==> src/rtl/mult_seq_pkg.sv <==
// Package: mult_seq_pkg
// Shared definitions for the multiplier operand sequencer:
//   state_e          FSM state encoding (IDLE=0, RUN=1, HOLD=2)
//   default_timeout  default number of RUN cycles allowed before declaring a hung multiplier
//   entry_width      width of one {a,b} operand pair held in the FIFO
package mult_seq_pkg;

  typedef enum logic [1:0] {
    StIdle = 2'd0,
    StRun  = 2'd1,
    StHold = 2'd2
  } state_e;

  function automatic int unsigned default_timeout(input int unsigned n);
    return 2 * n + 4;
  endfunction

  function automatic int unsigned entry_width(input int unsigned n);
    return 2 * n;
  endfunction

endpackage

==> src/rtl/mult_op_sequencer_if.sv <==
// Interface: mult_op_sequencer_if
// Bundles the operand stream, the multiplier start/finish handshake and the result stream.
//   in_valid/in_ready/in_a/in_b        operand pair stream into the sequencer
//   mul_a/mul_b/mul_start              operands and start level to the multiplier
//   mul_finish/mul_out                 finish flag and 2N-bit product from the multiplier
//   res_valid/res_ready/res_data       product stream out of the sequencer
//   busy/err                           status: activity and sticky timeout
// slave:  the sequencer's view.  master: the surrounding environment's view.
interface mult_op_sequencer_if #(
  parameter int unsigned N = 4
);
  logic             in_valid;
  logic             in_ready;
  logic [N-1:0]     in_a;
  logic [N-1:0]     in_b;
  logic [N-1:0]     mul_a;
  logic [N-1:0]     mul_b;
  logic             mul_start;
  logic             mul_finish;
  logic [2*N-1:0]   mul_out;
  logic             res_valid;
  logic             res_ready;
  logic [2*N-1:0]   res_data;
  logic             busy;
  logic             err;

  modport slave (
    input  in_valid, in_a, in_b, mul_finish, mul_out, res_ready,
    output in_ready, mul_a, mul_b, mul_start, res_valid, res_data, busy, err
  );

  modport master (
    output in_valid, in_a, in_b, mul_finish, mul_out, res_ready,
    input  in_ready, mul_a, mul_b, mul_start, res_valid, res_data, busy, err
  );
endinterface

==> src/rtl/sync_fifo.sv <==
// Module: sync_fifo
// Single-clock FIFO with first-word-fall-through read data.
//   clk, rst_n   clock and asynchronous active-low reset
//   i_push       write i_wdata (ignored while full)
//   i_pop        drop the head entry (ignored while empty)
//   o_rdata      current head entry
//   o_full/o_empty/o_count  occupancy status
module sync_fifo #(
  parameter int unsigned WIDTH = 8,
  parameter int unsigned DEPTH = 4
) (
  input  logic                   clk,
  input  logic                   rst_n,
  input  logic                   i_push,
  input  logic                   i_pop,
  input  logic [WIDTH-1:0]       i_wdata,
  output logic [WIDTH-1:0]       o_rdata,
  output logic                   o_full,
  output logic                   o_empty,
  output logic [$clog2(DEPTH):0] o_count
);
  localparam int unsigned PtrW = $clog2(DEPTH);
  localparam logic [PtrW:0] CountFull = (PtrW + 1)'(DEPTH);

  logic [WIDTH-1:0] r_mem [DEPTH];
  logic [PtrW-1:0]  r_wptr;
  logic [PtrW-1:0]  r_rptr;
  logic [PtrW:0]    r_count;
  logic             w_do_push;
  logic             w_do_pop;

  assign o_full    = (r_count == CountFull);
  assign o_empty   = (r_count == '0);
  assign o_count   = r_count;
  assign o_rdata   = r_mem[r_rptr];
  assign w_do_push = i_push && !o_full;
  assign w_do_pop  = i_pop && !o_empty;

  // Pointers wrap naturally because DEPTH is a power of two.
  always_ff @(posedge clk or negedge rst_n) begin
    if (!rst_n) begin
      r_wptr  <= '0;
      r_rptr  <= '0;
      r_count <= '0;
    end else begin
      if (w_do_push) r_wptr <= r_wptr + 1'b1;
      if (w_do_pop)  r_rptr <= r_rptr + 1'b1;
      if (w_do_push && !w_do_pop) begin
        r_count <= r_count + 1'b1;
      end else if (w_do_pop && !w_do_push) begin
        r_count <= r_count - 1'b1;
      end
    end
  end

  always_ff @(posedge clk) begin
    if (w_do_push) r_mem[r_wptr] <= i_wdata;
  end

endmodule

==> src/rtl/mult_op_sequencer.sv <==
// Module: mult_op_sequencer
// Queues operand pairs and runs a sequential multiplier one pair at a time, returning each
// product in arrival order and flagging a multiplier that never finishes.
//   clk, rst_n   clock and asynchronous active-low reset
//   bus          mult_op_sequencer_if slave: operand stream, multiplier handshake,
//                result stream, busy and sticky err status
module mult_op_sequencer
  import mult_seq_pkg::*;
#(
  parameter int unsigned N       = 4,
  parameter int unsigned DEPTH   = 4,
  parameter int unsigned TIMEOUT = default_timeout(N)
) (
  input logic                 clk,
  input logic                 rst_n,
  mult_op_sequencer_if.slave  bus
);
  localparam int unsigned EntryW = entry_width(N);
  localparam int unsigned CntW   = $clog2(TIMEOUT + 1);
  localparam logic [CntW-1:0] WaitLast = CntW'(TIMEOUT - 1);

  state_e             r_state;
  state_e             w_state_d;
  logic [CntW-1:0]    r_wait;
  logic [CntW-1:0]    w_wait_d;
  logic [N-1:0]       r_mul_a;
  logic [N-1:0]       r_mul_b;
  logic [2*N-1:0]     r_res_data;
  logic               r_err;

  logic               w_pop;
  logic               w_capture;
  logic               w_timeout;
  logic [EntryW-1:0]  w_head;
  logic               w_full;
  logic               w_empty;
  logic [$clog2(DEPTH):0] w_count;

  sync_fifo #(
    .WIDTH (EntryW),
    .DEPTH (DEPTH)
  ) u_fifo (
    .clk     (clk),
    .rst_n   (rst_n),
    .i_push  (bus.in_valid),
    .i_pop   (w_pop),
    .i_wdata ({bus.in_a, bus.in_b}),
    .o_rdata (w_head),
    .o_full  (w_full),
    .o_empty (w_empty),
    .o_count (w_count)
  );

  always_comb begin
    w_state_d = r_state;
    w_wait_d  = r_wait;
    w_pop     = 1'b0;
    w_capture = 1'b0;
    w_timeout = 1'b0;
    unique case (r_state)
      StIdle: begin
        if (!w_empty) begin
          w_pop     = 1'b1;
          w_wait_d  = '0;
          w_state_d = StRun;
        end
      end
      StRun: begin
        // r_wait is zero only in the first RUN cycle, so a stale finish is masked there.
        if (r_wait != '0 && bus.mul_finish) begin
          w_capture = 1'b1;
          w_state_d = StHold;
        end else if (r_wait == WaitLast) begin
          w_timeout = 1'b1;
          w_state_d = StHold;
        end else begin
          w_wait_d = r_wait + 1'b1;
        end
      end
      StHold: begin
        if (bus.res_ready) w_state_d = StIdle;
      end
      default: w_state_d = StIdle;
    endcase
  end

  always_ff @(posedge clk or negedge rst_n) begin
    if (!rst_n) begin
      r_state    <= StIdle;
      r_wait     <= '0;
      r_mul_a    <= '0;
      r_mul_b    <= '0;
      r_res_data <= '0;
      r_err      <= 1'b0;
    end else begin
      r_state <= w_state_d;
      r_wait  <= w_wait_d;
      if (w_pop) begin
        r_mul_a <= w_head[EntryW-1:N];
        r_mul_b <= w_head[N-1:0];
      end
      if (w_capture) begin
        r_res_data <= bus.mul_out;
      end else if (w_timeout) begin
        r_res_data <= '0;
      end
      if (w_timeout) r_err <= 1'b1;
    end
  end

  assign bus.in_ready  = !w_full;
  assign bus.mul_a     = r_mul_a;
  assign bus.mul_b     = r_mul_b;
  assign bus.mul_start = (r_state == StRun);
  assign bus.res_valid = (r_state == StHold);
  assign bus.res_data  = r_res_data;
  assign bus.busy      = (r_state != StIdle) || (w_count != '0);
  assign bus.err       = r_err;

endmodule
==> src/flat_wrapper.sv <==
// flat-port wrapper written by rule: the top's interface ports become plain ports
module mult_op_sequencer_flat import mult_seq_pkg::*;
#(
  parameter int unsigned N       = 4,
  parameter int unsigned DEPTH   = 4,
  parameter int unsigned TIMEOUT = default_timeout(N)
)
  (clk, rst_n, bus_in_valid, bus_in_a, bus_in_b, bus_mul_finish, bus_mul_out, bus_res_ready, bus_in_ready, bus_mul_a, bus_mul_b, bus_mul_start, bus_res_valid, bus_res_data, bus_busy, bus_err);
  mult_op_sequencer_if #(.N(N)) bus_i ();
  input logic clk;
  input logic rst_n;
  input wire logic [$bits(bus_i.in_valid)-1:0] bus_in_valid;
  input wire logic [$bits(bus_i.in_a)-1:0] bus_in_a;
  input wire logic [$bits(bus_i.in_b)-1:0] bus_in_b;
  input wire logic [$bits(bus_i.mul_finish)-1:0] bus_mul_finish;
  input wire logic [$bits(bus_i.mul_out)-1:0] bus_mul_out;
  input wire logic [$bits(bus_i.res_ready)-1:0] bus_res_ready;
  output wire logic [$bits(bus_i.in_ready)-1:0] bus_in_ready;
  output wire logic [$bits(bus_i.mul_a)-1:0] bus_mul_a;
  output wire logic [$bits(bus_i.mul_b)-1:0] bus_mul_b;
  output wire logic [$bits(bus_i.mul_start)-1:0] bus_mul_start;
  output wire logic [$bits(bus_i.res_valid)-1:0] bus_res_valid;
  output wire logic [$bits(bus_i.res_data)-1:0] bus_res_data;
  output wire logic [$bits(bus_i.busy)-1:0] bus_busy;
  output wire logic [$bits(bus_i.err)-1:0] bus_err;
  assign bus_i.in_valid = bus_in_valid;
  assign bus_i.in_a = bus_in_a;
  assign bus_i.in_b = bus_in_b;
  assign bus_i.mul_finish = bus_mul_finish;
  assign bus_i.mul_out = bus_mul_out;
  assign bus_i.res_ready = bus_res_ready;
  assign bus_in_ready = bus_i.in_ready;
  assign bus_mul_a = bus_i.mul_a;
  assign bus_mul_b = bus_i.mul_b;
  assign bus_mul_start = bus_i.mul_start;
  assign bus_res_valid = bus_i.res_valid;
  assign bus_res_data = bus_i.res_data;
  assign bus_busy = bus_i.busy;
  assign bus_err = bus_i.err;
  mult_op_sequencer #(.N(N), .DEPTH(DEPTH), .TIMEOUT(TIMEOUT)) u_core (.clk(clk), .rst_n(rst_n), .bus(bus_i));
endmodule
==> config.mk <==
export PLATFORM = sky130hd
export DESIGN_NAME = mult_op_sequencer_flat
export DESIGN_NICKNAME = d
export VERILOG_FILES = /design/src/rtl/mult_seq_pkg.sv /design/src/rtl/mult_op_sequencer_if.sv /design/src/rtl/sync_fifo.sv /design/src/rtl/mult_op_sequencer.sv /design/src/flat_wrapper.sv
export SDC_FILE = /design/constraint.sdc
export NUM_CORES = 1
export LEC_CHECK = 0
export CAP_MARGIN = 5
export CORE_UTILIZATION = 57
export CTS_CLUSTER_SIZE = 12
export DETAILED_ROUTE_END_ITERATION = 8
export MAX_ROUTING_LAYER = met4
export PLACE_DENSITY = 0.89
export RECOVER_POWER = 25
export SYNTH_ARGS = -nofsm -noshare
export SYNTH_HDL_FRONTEND = slang
export SYNTH_SLANG_ARGS = --single-unit
==> constraint.sdc <==
create_clock -name clk -period 3.4 [get_ports clk]
set_input_delay 0.68 -clock clk [delete_from_list [all_inputs] [get_ports clk]]
set_output_delay 0.68 -clock clk [all_outputs]
set_load 0.005 [all_outputs]
Word level (Yosys, flattened, before mapping)

Memories as Yosys holds them, arrays and structs flattened. A register that Yosys moved wholly into a read port is not among the register bits.
Cells that the tools add are included.

RAM bits: 32
Memories kept: 1
Output and inout port bits: 21
Logic and storage cells: 65
Flip-flop bits (word level): 22

Add/sub/neg operators: 5
Muxes and demuxes: 22
Reductions and logical operators: 21
Eq/ne operators: 9

Memories:

| memory              | depth | bits a word | read ports | clocked after Yosys merged registers in | wr ports | line            | text |
|---|---|---|---|---|---|---|---|
| u_core.u_fifo.r_mem | 4     | 8           | 1          | 1                                       | 1        | sync_fifo.sv:25 | `logic [WIDTH-1:0] r_mem [DEPTH];` |

Operators with widths:

| kind                  | number |
|---|---|
| $mux W8               | 2 |
| $mux W4               | 3 |
| $mux W1               | 9 |
| $mux W2               | 4 |
| $ne A2 B2 Y1 const B  | 4 |
| $pmux W4 S2           | 1 |
| $reduce_bool A2 Y1    | 4 |
| $mux W3               | 2 |
| $pmux W2 S3           | 1 |
| $logic_and A1 B1 Y1   | 5 |
| $logic_not A1 Y1      | 5 |
| $add A2 B1 Y2 const B | 2 |
| $add A4 B1 Y4 const B | 1 |
| $eq A4 B4 Y1 const B  | 1 |
| $reduce_and A4 Y1     | 1 |
| $reduce_bool A4 Y1    | 1 |
| $add A3 B1 Y3 const B | 1 |
| $eq A3 B3 Y1 const B  | 1 |
| $logic_not A3 Y1      | 1 |
| $ne A3 B1 Y1 const B  | 1 |
| $reduce_and A3 Y1     | 1 |
| $reduce_bool A3 Y1    | 1 |
| $sub A3 B1 Y3 const B | 1 |
| $eq A2 B1 Y1 const B  | 1 |
| other kinds (3)       | 3 |

Logic depth before layout (Yosys ltp)

Depth after elaboration: 7
Depth in mapped cells: 9
Depth with buffers taken out: 9

By module

Synthesis repeated with hierarchy kept, for this count alone.

Cells, all modules: 158
Area total of the unflattened synthesis: 2593.7 sq um

By module, submodules not included:

| module            | sequential area each (sq um) | instances | area an instance (sq um) | cells each |
|---|---|---|---|---|
| sync_fifo         | 1136.1                       | 1         | 1589.0                   | 77 |
| mult_op_sequencer | 575.6                        | 1         | 1004.7                   | 81 |

Least setup slack after synthesis

Ideal clock, no wire load.

Path kind: reg-to-reg
Start point: reg u_core.u_fifo.r_count[0], in the netlist u_core.u_fifo.o_count[0]
End point: reg u_core.u_fifo.r_count[2], in the netlist u_core.u_fifo.o_count[2]
Data arrival time: 1.932 ns
Path buffers: 0
Setup time: 0.079 ns
Cell stages (with the launch flop): 10
Required time: 3.321 ns
Clock period less this slack: 2.011 ns
Setup slack: 1.389 ns
Cells stage by stage: dfrtp_1 nor3_1 nor3_2 inv_1 ha_1 inv_1 fa_1 xor2_1 nor2_1 xor2_1

Longest elaborated chain between the ends: 7
Elaborated cells on any way between the ends: 17
Those cells by class: add/sub (2); eq/ne (1); mux (4); reduce/logical (10)

RTL lines:

| element                                       | line                    | text |
|---|---|---|
| from (decl)                                   | sync_fifo.sv:28         | `logic [PtrW:0] r_count;` |
| from (signal assigned)                        | sync_fifo.sv:49         | `r_count <= r_count + 1'b1;` |
| from (signal assigned)                        | sync_fifo.sv:51         | `r_count <= r_count - 1'b1;` |
| $logic_not A3 Y1                              | sync_fifo.sv:33         | `assign o_empty = (r_count == '0);` |
| $mux W1                                       | mult_op_sequencer.sv:62 | `if (!w_empty) begin` |
| $mux W1                                       | mult_op_sequencer.sv:60 | `unique case (r_state)` |
| $logic_and A1 B1 Y1                           | sync_fifo.sv:37         | `assign w_do_pop = i_pop && !o_empty;` |
| $logic_not A1 Y1                              | sync_fifo.sv:48         | `if (w_do_push && !w_do_pop) begin` |
| $logic_and A1 B1 Y1                           | sync_fifo.sv:48         |  |
| $mux W3 or $reduce_bool A2 Y1 (tied branches) | -                       |  |

Several ways; a longest one is shown, not always the timed one. The select of a mux whose other input is x is not followed.
A chain may end at the register's enable or synchronous reset.

Worst setup path after layout

Start point: reg u_core.u_fifo.r_count[1], in the netlist u_core.u_fifo.o_count[1]
End point: reg u_core.u_fifo.r_count[2], in the netlist u_core.u_fifo.o_count[2]

Same word-level chain as after synthesis.

==> results_dict.tcl <==
set metrics [dict create \
    status "complete, but fails checks" \
    violations "capacitance limit, slew limit" \
    fin_nets 234 \
    layout.cells.non_filler 262 \
    synth_seq_cells 62 \
    cp.required_ps 3660 \
    worstHoldPathType "reg2reg" \
    initial_core_util_pct 59.3 \
    clk_transition_reported_paths_ps 70 \
    htree_levels 3 \
    fp.coreArea_sq_um 4350 \
    avgSynthCellArea_sq_um 16.6 \
    yosysTopAreaCell "edfxtp_1" \
    fill_cells 263 \
    cp-start-kind "flop" \
    p_leak_nw 1.34 \
    drive_gt1_share_pct 19.5 \
    cp-end-kind "flop" \
    yosysMostFrequentCell "edfxtp_1" \
    post-route-period-util_pct 70.0 \
    syn2layout_area_growth_pct 27.1 \
    multiInputGateArea_sq_um 798 \
    hold_viol 0 \
    syn_area_sq_um 2580 \
    cts_resized 0 \
    place_congestion 0.845 \
    ys_types 39 \
    hold_buffers 0 \
    crit_arrival_ps 2640 \
    synth_top_area_share_pct 37.2 \
    yosysWarningCount 0 \
    post_drt_wl_per_cell_um 18.3 \
    ir_worst_vdd_uv 524 \
    synthFlopType "edfxtp_1" \
    setup-violations-final 0 \
    fmax_ghz 0.420 \
    row_count 24 \
    diodes 0 \
    cts_tree "yes" \
    worstPathMaxFanout 13 \
    cts_sinks 62 \
    post-route-min-period_ps 2380 \
    fin_util_pct 75.4 \
    slew-limit-headroom_pct -8.00 \
    synth_seq_area_share_pct 66.2 \
    path_cells "nor3_1, nor3_2, buf_4, inv_1, ha_1, inv_1, fa_1, xor2_1, nor2_1, xor2_1" \
    cts_max_path_buffers 2 \
    drt_iter0_drc 91 \
    grt_pass1_wl_um 8070 \
    root_buffer "clkbuf_8" \
    clkLatencyLatePin_ps 340 \
    grt_pass1_vias 1630 \
    io-pin-count 42 \
    synth.area.top_cells "edfxtp_1 37%, dfrtp_1 29%, mux4_2 7.0%" \
    ant_nets 0 \
    path_class "reg2reg" \
    dieArea_sq_um 4810 \
    power.density_nw_per_um2 953 \
    synth_edf_count 32 \
    cpMaxStageDelayCell "fa_1" \
    grt-ovfl-total 0 \
    dp.cells 246 \
    routed_via_density 5.76 \
    track_usage_pct 23.6 \
    cts_buffers 9 \
    async_flop_share_pct 48.4 \
    crit_path_max_incr_delay_ps 430 \
    drv_slew 31 \
    grt_max_degree 31 \
    drc 0 \
    vias 1509 \
    cts_setup_buffers 0 \
    cap_violations 1 \
    fin_skew_ps 8.53 \
    antenna_found_initial 0 \
    routed_wl_um 4800 \
    netlist_instances 156 \
    tightest_slew_ps 1620 \
    drt-pass1-iter-count 4 \
    hpwl_um 3330 \
    rsz0062_at_grt "false" \
    synthTopCellsByCount "32 x edfxtp_1, 30 x dfrtp_1, 10 x mux2_2, 9 x inv_1" \
    setup_tns_ps 0 \
    postSynthNetCount 185 \
    io_buffers 41 \
    fp.dieH_um 69.3 \
    seq_area_sq_um 1710 \
    die_x_um 69.3 \
]
[per-stage QoR]
step	power, mW	hold WS [ps]	area, sq um	setup slack [ps]
5_1_grt	3.31	510	3280	728
3_3_place_gp	2.28	457	3040	824
4_1_cts	3.16	488	3290	1010
2_1_floorplan	1.93	384	2580	1390
6_report	3.13	484	3280	1020
3_5_place_dp	2.38	472	3040	726
[sequential cells by signal, summed over array words and instances (netlist names)]
| register | flops |
|---|---|
| u_core.u_fifo.r_mem | 32 |
| u_core.r_wait | 4 |
| u_core.u_fifo.r_rptr | 2 |
| u_core.u_fifo.o_count | 3 |
| u_core.bus.res_data | 8 |
| u_core.bus.err | 1 |
| u_core.u_fifo.r_wptr | 2 |
| u_core.bus.mul_a | 4 |
| u_core.bus.mul_b | 4 |
| u_core.r_state | 2 |
[layout by cell type, fill, tap and decap left out, types with 2 or more instances in the layout]
cell             Yosys  routed
a21oi_1              4       4
a22o_1               8       8
and3_1               5       5
bufinv_16            0       3
clkbuf_8             0       9
clkdlybuf4s50_1      0      32
clkinv_4             0       2
clkinvlp_4           0       2
dfrtp_1             30      30
dlygate4sd3_1        0       9
edfxtp_1            32      32
ha_1                 7       7
inv_1                9       9
mux2_2              10      10
mux4_2               8       8
nand2_1              6       6
nor2_1               3       3
o211a_1              2       2
xnor2_1              4       4
xor2_1               2       2
[cell type report]
cell class | count | area share [%]
Timing Repair Buffer | 43 | 12.8
Tap cell | 52 | 1.98
Inverter | 10 | 1.22
Multi-Input combinational cell | 79 | 24.3
Sequential cell | 62 | 52.1
Clock buffer | 9 | 3.77
Clock inverter | 7 | 3.73
[final timing paths]
check / from / endpoint / slack, ps / cells after the start
worst max-delay path: u_core.u_fifo.o_count[1]$_DFFE_PN0P_ / u_core.u_fifo.o_count[2]$_DFFE_PN0P_ / 1020 / 10
worst min-delay path: u_core.bus.err$_DFFE_PN0P_ / u_core.bus.err$_DFFE_PN0P_ / 480 / 1
worst max register to register: u_core.u_fifo.o_count[1]$_DFFE_PN0P_ / u_core.u_fifo.o_count[2]$_DFFE_PN0P_ / 1020 / 10
worst min register to register: u_core.bus.err$_DFFE_PN0P_ / u_core.bus.err$_DFFE_PN0P_ / 480 / 1
max in group asynchronous: rst_n / u_core.u_fifo.r_wptr[0]$_DFFE_PN0P_ / 1130 / 2
min in group asynchronous: rst_n / u_core.bus.mul_a[3]$_DFFE_PN0P_ / 1330 / 2
[metal layers]
metal | wire, um | global-route usage, % | vias up
met2 | 2590 | 38.6 | 44
li1 | - | - | 686
met5 | 0 | - | -
met3 | 195 | 4.94 | 19
met1 | 1790 | 26.5 | 760
met4 | 227 | 15.0 | 0
[worst max-delay path: cells and delay by family, from the launching register on]
family	cells	cell delay, ps
buffers and inverters	3	450
and+or+nand+nor	3	480
DFF	1	420
adders and majority gates	2	650
xor gates and xnor gates	2	300
[power by group]
group	internal (mW)	switching, mW	leakage (nW)	total (mW)
clock network	0.489	0.292	0.116	0.781
logic	0.633	0.454	0.564	1.09
registers	1.06	0.206	0.659	1.26
total	2.18	0.952	1.34	3.13
[logic make-up (layout without fill, tap and decap cells)]
family / Yosys count / in the layout / share of synthesized area [%]
adders and majority gates: 8 / 8 / 4.16
buffers and inverters: 15 / 69 / 2.86
and+or+nand+nor: 23 / 23 / 5.13
muxes: 19 / 19 / 11.7
xor gates and xnor gates: 6 / 6 / 2.03
AOI/OAI and AO/OA: 23 / 23 / 7.85
DFF: 62 / 62 / 66.2
(Power assumes the default switching activity.)
